===== src/rtl/uart_tx_ctrl.sv =====
// ---------------------------------------------------------------------------
// uart_tx_ctrl
//
// Register-bus front end for the uart_tx serializer. CPU writes to TXDATA are
// queued in a byte FIFO; a small FSM hands bytes to the serializer one
// tdata/tvld/trdy handshake at a time. STATUS and CTRL are accessible on the
// same bus.
//
// Register map (reg_bus_addr[3:2]):
//   0x0 TXDATA  W   : push wdat[7:0] (dropped and OVF set when full)
//   0x4 STATUS  R   : [0] FULL, [1] EMPTY, [2] BUSY, [3] OVF, [AW+8:8] LEVEL
//   0x8 CTRL    RW  : [0] EN (reset 1), [1] FLUSH pulse, [2] OVF_CLR pulse
//   0xC reserved    : reads 0, writes ignored
//
// Ports:
//   clk, rst_n            clock, asynchronous active-low reset
//   reg_bus_we/rd         single-cycle write / read strobes
//   reg_bus_addr/wdat     byte address and write data
//   reg_bus_rdat          registered read data, held until the next read
//   tx_tdata/tx_tvld      byte and valid towards uart_tx
//   tx_trdy               serializer ready; transfer on tx_tvld & tx_trdy
//
// Build option:
//   UART_TX_CRLF_EN       when defined, every 8'h0A is preceded by an 8'h0D
// ---------------------------------------------------------------------------
module uart_tx_ctrl #(
  parameter logic [31:0] BASE_ADDR = 32'h1000_0000,
  parameter int          DEPTH     = 16,
  parameter int          AW        = $clog2(DEPTH)
) (
  input  logic        clk,
  input  logic        rst_n,
  input  logic        reg_bus_we,
  input  logic [31:0] reg_bus_addr,
  input  logic [31:0] reg_bus_wdat,
  input  logic        reg_bus_rd,
  output logic [31:0] reg_bus_rdat,
  output logic [7:0]  tx_tdata,
  output logic        tx_tvld,
  input  logic        tx_trdy
);

  localparam logic [AW:0] FULL_LEVEL = (AW+1)'(DEPTH);

`ifdef UART_TX_CRLF_EN
  typedef enum logic [1:0] {
    S_IDLE       = 2'd0,
    S_PRESENT    = 2'd1,
    S_PRESENT_CR = 2'd2
  } state_t;
`else
  typedef enum logic [1:0] {
    S_IDLE    = 2'd0,
    S_PRESENT = 2'd1
  } state_t;
`endif

  state_t state, state_nxt;

  // FIFO storage and bookkeeping
  logic [7:0]    mem [DEPTH];
  logic [AW-1:0] wr_ptr, rd_ptr;
  logic [AW:0]   level;
  logic          full, empty;
  logic [7:0]    head;

  // Control / status
  logic          en, ovf;

  // Bus decode
  logic          hit;
  logic [1:0]    reg_sel;
  logic          push_req, ctrl_wr, flush, ovf_clr;
  logic          push, pop, ovf_set;
  logic [31:0]   status, rd_val;

  // FSM side outputs
  logic          load;
  logic [7:0]    load_dat;

`ifdef UART_TX_CRLF_EN
  logic          cr_sent;
  logic          cr_set, cr_clr;
`endif

  // Address bits that never influence behaviour
  logic          unused_bits;
  assign unused_bits = ^{reg_bus_wdat[31:8], reg_bus_addr[1:0]};

  assign full  = (level == FULL_LEVEL);
  assign empty = (level == '0);
  assign head  = mem[rd_ptr];

  assign hit     = (reg_bus_addr[31:4] == BASE_ADDR[31:4]);
  assign reg_sel = reg_bus_addr[3:2];

  assign push_req = reg_bus_we & hit & (reg_sel == 2'd0);
  assign ctrl_wr  = reg_bus_we & hit & (reg_sel == 2'd2);
  assign flush    = ctrl_wr & reg_bus_wdat[1];
  assign ovf_clr  = ctrl_wr & reg_bus_wdat[2];

  // Fullness is judged on the current level only, so a same-cycle pop never
  // makes room for a push. A flush discards any push silently.
  assign push    = push_req & ~full & ~flush;
  assign ovf_set = push_req & full & ~flush;

  // ---------------------------------------------------------------------------
  // FIFO
  // ---------------------------------------------------------------------------
  always_ff @(posedge clk) begin
    if (push) mem[wr_ptr] <= reg_bus_wdat[7:0];
  end

  always_ff @(posedge clk or negedge rst_n) begin
    if (!rst_n) begin
      wr_ptr <= '0;
      rd_ptr <= '0;
      level  <= '0;
    end else if (flush) begin
      wr_ptr <= '0;
      rd_ptr <= '0;
      level  <= '0;
    end else begin
      if (push) wr_ptr <= wr_ptr + 1'b1;
      if (pop)  rd_ptr <= rd_ptr + 1'b1;
      level <= level + {{AW{1'b0}}, push} - {{AW{1'b0}}, pop};
    end
  end

  // ---------------------------------------------------------------------------
  // Control and status registers
  // ---------------------------------------------------------------------------
  always_ff @(posedge clk or negedge rst_n) begin
    if (!rst_n) begin
      en  <= 1'b1;
      ovf <= 1'b0;
    end else begin
      if (ctrl_wr) en <= reg_bus_wdat[0];
      // An overflow in the same cycle as OVF_CLR keeps the flag set
      if (ovf_set)      ovf <= 1'b1;
      else if (ovf_clr) ovf <= 1'b0;
    end
  end

  always_comb begin
    status            = '0;
    status[0]         = full;
    status[1]         = empty;
    status[2]         = ~empty | tx_tvld | ~tx_trdy;
    status[3]         = ovf;
    status[AW+8:8]    = level;
  end

  always_comb begin
    rd_val = '0;
    if (hit) begin
      case (reg_sel)
        2'd1:    rd_val = status;
        2'd2:    rd_val = {31'b0, en};
        default: rd_val = '0;
      endcase
    end
  end

  always_ff @(posedge clk or negedge rst_n) begin
    if (!rst_n)          reg_bus_rdat <= '0;
    else if (reg_bus_rd) reg_bus_rdat <= rd_val;
  end

  // ---------------------------------------------------------------------------
  // Output FSM
  // ---------------------------------------------------------------------------
  always_ff @(posedge clk or negedge rst_n) begin
    if (!rst_n) state <= S_IDLE;
    else        state <= state_nxt;
  end

  always_comb begin
    state_nxt = state;
    pop       = 1'b0;
    load      = 1'b0;
    load_dat  = tx_tdata;
`ifdef UART_TX_CRLF_EN
    cr_set    = 1'b0;
    cr_clr    = 1'b0;
`endif
    case (state)
      S_IDLE: begin
        // A flush in flight wins over launching the head byte
        if (en && !empty && !flush) begin
          load = 1'b1;
`ifdef UART_TX_CRLF_EN
          if (head == 8'h0A && !cr_sent) begin
            // Insert CR ahead of LF; the LF stays at the head for next time
            state_nxt = S_PRESENT_CR;
            load_dat  = 8'h0D;
            cr_set    = 1'b1;
          end else begin
            state_nxt = S_PRESENT;
            load_dat  = head;
            pop       = 1'b1;
            cr_clr    = 1'b1;
          end
`else
          state_nxt = S_PRESENT;
          load_dat  = head;
          pop       = 1'b1;
`endif
        end
      end
      S_PRESENT: begin
        if (tx_trdy) state_nxt = S_IDLE;
      end
`ifdef UART_TX_CRLF_EN
      S_PRESENT_CR: begin
        if (tx_trdy) state_nxt = S_IDLE;
      end
`endif
      default: state_nxt = S_IDLE;
    endcase
  end

  // tx_tvld follows the registered state so it drops the cycle after a
  // handshake; tx_tdata only changes when a new byte is launched.
  always_ff @(posedge clk or negedge rst_n) begin
    if (!rst_n) begin
      tx_tvld  <= 1'b0;
      tx_tdata <= 8'h00;
    end else begin
      tx_tvld <= (state_nxt != S_IDLE);
      if (load) tx_tdata <= load_dat;
    end
  end

`ifdef UART_TX_CRLF_EN
  always_ff @(posedge clk or negedge rst_n) begin
    if (!rst_n)      cr_sent <= 1'b0;
    else if (flush)  cr_sent <= 1'b0;
    else if (cr_set) cr_sent <= 1'b1;
    else if (cr_clr) cr_sent <= 1'b0;
  end
`endif

endmodule


===== config.mk =====
export PLATFORM = sky130hd
export DESIGN_NAME = uart_tx_ctrl
export DESIGN_NICKNAME = d
export VERILOG_FILES = /design/src/rtl/uart_tx_ctrl.sv
export SDC_FILE = /design/constraint.sdc
export NUM_CORES = 1
export LEC_CHECK = 0
export ABC_CLOCK_PERIOD_IN_PS = 7500
export CAP_MARGIN = 0
export CORE_UTILIZATION = 28
export CTS_CLUSTER_DIAMETER = 30
export DETAILED_ROUTE_END_ITERATION = 8
export PLACE_DENSITY = 0.56
export SYNTH_ARGS = -nofsm -noshare
export SYNTH_HDL_FRONTEND = slang
export SYNTH_SLANG_ARGS = --single-unit

===== constraint.sdc =====
create_clock -name clk -period 7.5 [get_ports clk]
set_input_delay 1.125 -clock clk [delete_from_list [all_inputs] [get_ports clk]]
set_output_delay 1.125 -clock clk [all_outputs]
set_load 0.03 [all_outputs]

==> qor.yml <==
ant_nets: 0
wire_per_inst_um: 17.5
nNetsFinal: 561
report.final.slew_viol_count: 0
worst_slack_ns: 3.14
fp.dieW_um: 159
tns_ns: 0
worst_slew_pin_slew_ns: 1.17
clockBufferDepth: 2
min_path_cells: 1
path_clk_slew_ns: 0.06
yosysUniqueCellTypes: 46
seq_area_um2: 4720
cp_max_fo: 18
p_per_area_nw_per_um2: 224
r2r_cells: 16
synth_area_per_cell_um2: 16.9
n_antenna_cell: 0
fp-row-count: 57
hold_buffers: 0
seq_area_frac_synth_pct: 68.4
cts_root_buffer: "clkbuf_16"
clock_skew_ns: 0.00892
period_share_pct: 58.1
max_cap_violations: 0
clkLatencyLatePin_ns: 0.42
ys.flop_type: "edfxtp_1"
die_h_um: 159
initial_utilization_pct: 28.5
status: "complete, no violations"
multi_input_comb_area_um2: 1950
cp-start-kind: "primary input"
cp.arrival_ns: 4.71
synthCells: 408
place_ws_ns: 2.65
ys_seq_elements: 163
antenna_found_initial: 0
htreeDepth: 4
timing.fmax_mhz: 229
min_to: "reg_bus_rdat[0]$_DFFE_PN0P_"
first_pass_iters: 4
coreArea_um2: 24200
ir_drop_mv: 0.130
min_period_ns: 4.36
grt_max_degree: 36
worst_path_max_delay_cell: "clkdlybuf4s50_1"
io-pin-count: 110
drt_iter0_markers: 249
grt_pass1_wl_um: 22300
slew-limit-headroom_pct: 21.2
power_leakage_uw: 0.00299
cts_tree: "built"
max_stage_delay_ns: 0.92
die_area_um2: 25300
syn_area_um2: 6910
rsz0062_at_grt: "no"
synth.yosys.warnings: 0
hold_class: "reg -> reg"
dr_total_vias: 3686
grt_usage_pct: 11.9
drc: 0
hold_viol: 0
netlist.area_leader.share_pct: 55.7
synth_area_leader_cell: "edfxtp_1"
drt-total-wl_um: 14200
r2r_start: "level[2]$_DFF_PN0_"
numCtsBuffers: 17
vias_per_cell: 4.53
gp_congestion: 0.752
num-fill-cells: 2315
crit_start: "reg_bus_wdat[1]"
finalPower_uw: 1870
critPathCaptureType: "flip-flop"
synthArstFlopShare_pct: 21.5
path_cells: "clkdlybuf4s50_1 > nand3_1 > nor3_4 > nor2b_4 > ha_1 > inv_1 > ha_1 > inv_1 > fa_1 > inv_1 > a21oi_1 > nor2_1 > or3_1 > a21oi_1"
yosys-top-cells-area: "edfxtp_1 (56%), dfrtp_1 (12%), mux4_2 (10%)"
hpwlAfterDp_um: 9220
syn_to_final_growth_pct: 21.3
setup.worst_path.class: "in -> reg"
crit_path_frequent_cell: "inv_1"
final_core_util_pct: 34.5
grt_pass1_vias: 3826
post_cts_buffers: 0
cp.required_ns: 7.85
ff2ff_setup_slack_ns: 4.19
clkSinkCount: 163
port_buffers: 60
worstHoldStart: "reg_bus_rdat[0]$_DFFE_PN0P_"
drive_above_1_share_pct: 18.6
report.final.setup_viol: 0
r2r-end: "level[4]$_DFF_PN0_"
synth_edf_count: 128
overflow: 0
cts_resized: 0
## layout make-up
class                      count  share of cell area [%]
clock buffer                  17                    5.08
tap                          324                    4.84
inverter                      20                   0.896
clock inverter                15                    1.76
sequential                   163                    56.4
timing repair buffer          67                    7.74
multi-input combinational    208                    23.3
## report_power, final
part / internal [µW] / switching (µW) / total, µW
clock: 466 / 374 / 840
combinational: 20.9 / 36.6 / 57.4
sequential: 976 / 0.167 / 976
## synthesized netlist by cell type, types with 2 or more instances
cell	count
nand4_1	2
nor2_1	24
xnor2_1	5
inv_1	19
buf_2	4
xor2_1	4
a21o_1	4
a21oi_1	5
nor2b_1	3
ha_1	14
a22o_1	7
mux2_4	7
edfxtp_1	128
buf_4	23
nor4_1	16
nor3_1	2
o21ai_0	3
clkbuf_1	8
dfrtp_1	34
buf_6	2
nand3_1	9
buf_1	3
nand2_1	12
a22oi_1	16
and3_1	2
mux4_2	32
## metal layers
layer | up-vias | global-route usage [%] | part of all wire (%)
met5 | - | 0 | 0
met2 | 74 | 20.2 | 52
met4 | 0 | 4.76 | 1.1
met1 | 1931 | 14.6 | 44
met3 | 12 | 2.81 | 3.0
li1 | 1669 | - | -
## critical path: cells and delay by family
kind,cells,cell delay [ns]
compound gates,2,0.27
fa+ha+maj,3,0.73
buf+inv,4,1.08
simple gates,5,1.49
## sequential cells by signal, summed over array words and instances, names as in the netlist
| signal | flops |
|---|---|
| tx_tdata | 8 |
| level | 5 |
| mem | 128 |
| wr_ptr | 4 |
| rd_ptr | 4 |
| tx_tvld | 1 |
| ovf | 1 |
| state | 2 |
| en | 1 |
| reg_bus_rdat | 9 |
## cell families after synthesis
family                   Yosys count  share of synthesized area, %
other                              1                        0.0543
flip-flops                       163                          68.4
AO/OA/AOI/OAI                     37                          3.88
buffers and inverters             60                          4.80
adder cells (fa/ha/maj)           15                          2.83
AND/OR/NAND/NOR                   81                          6.50
multiplexers                      42                          12.4
XOR/XNOR                           9                          1.14
## cells in the final DEF (no fill, tap or decap), types with 7 or more instances in the layout
cell type / n
edfxtp_1: 128
clkdlybuf4s50_1: 59
mux4_2: 32
dfrtp_1: 32
nor2_1: 24
conb_1: 24
inv_1: 19
clkbuf_16: 17
a22oi_1: 16
nor4_1: 14
ha_1: 14
nand2_1: 12
nand3_1: 9
a22o_1: 7
mux2_4: 7
buf_4: 7
## worst max-delay path by stage
stage                    endpoint  cells past startpoint  slack, ns
2_1_floorplan  level[4]$_DFF_PN0_                     14       3.80
5_1_grt        level[4]$_DFF_PN0_                     14       2.80
3_3_place_gp   level[4]$_DFF_PN0_                     14       2.73
3_5_place_dp   level[4]$_DFF_PN0_                     14       2.65
6_report       level[4]$_DFF_PN0_                     14       3.14
4_1_cts        level[4]$_DFF_PN0_                     14       3.10
## metrics by stage
step | std cells | area (µm²) | hold WS [ns]
2_1_floorplan | 431 | 6990 | 0.460
3_3_place_gp | 782 | 7800 | 0.473
3_5_place_dp | 782 | 7800 | 0.477
4_1_cts | 814 | 8380 | 0.499
5_1_grt | 814 | 8380 | 0.514
6_report | 814 | 8380 | 0.490
Note: power is estimated with default switching activity, not from simulation.
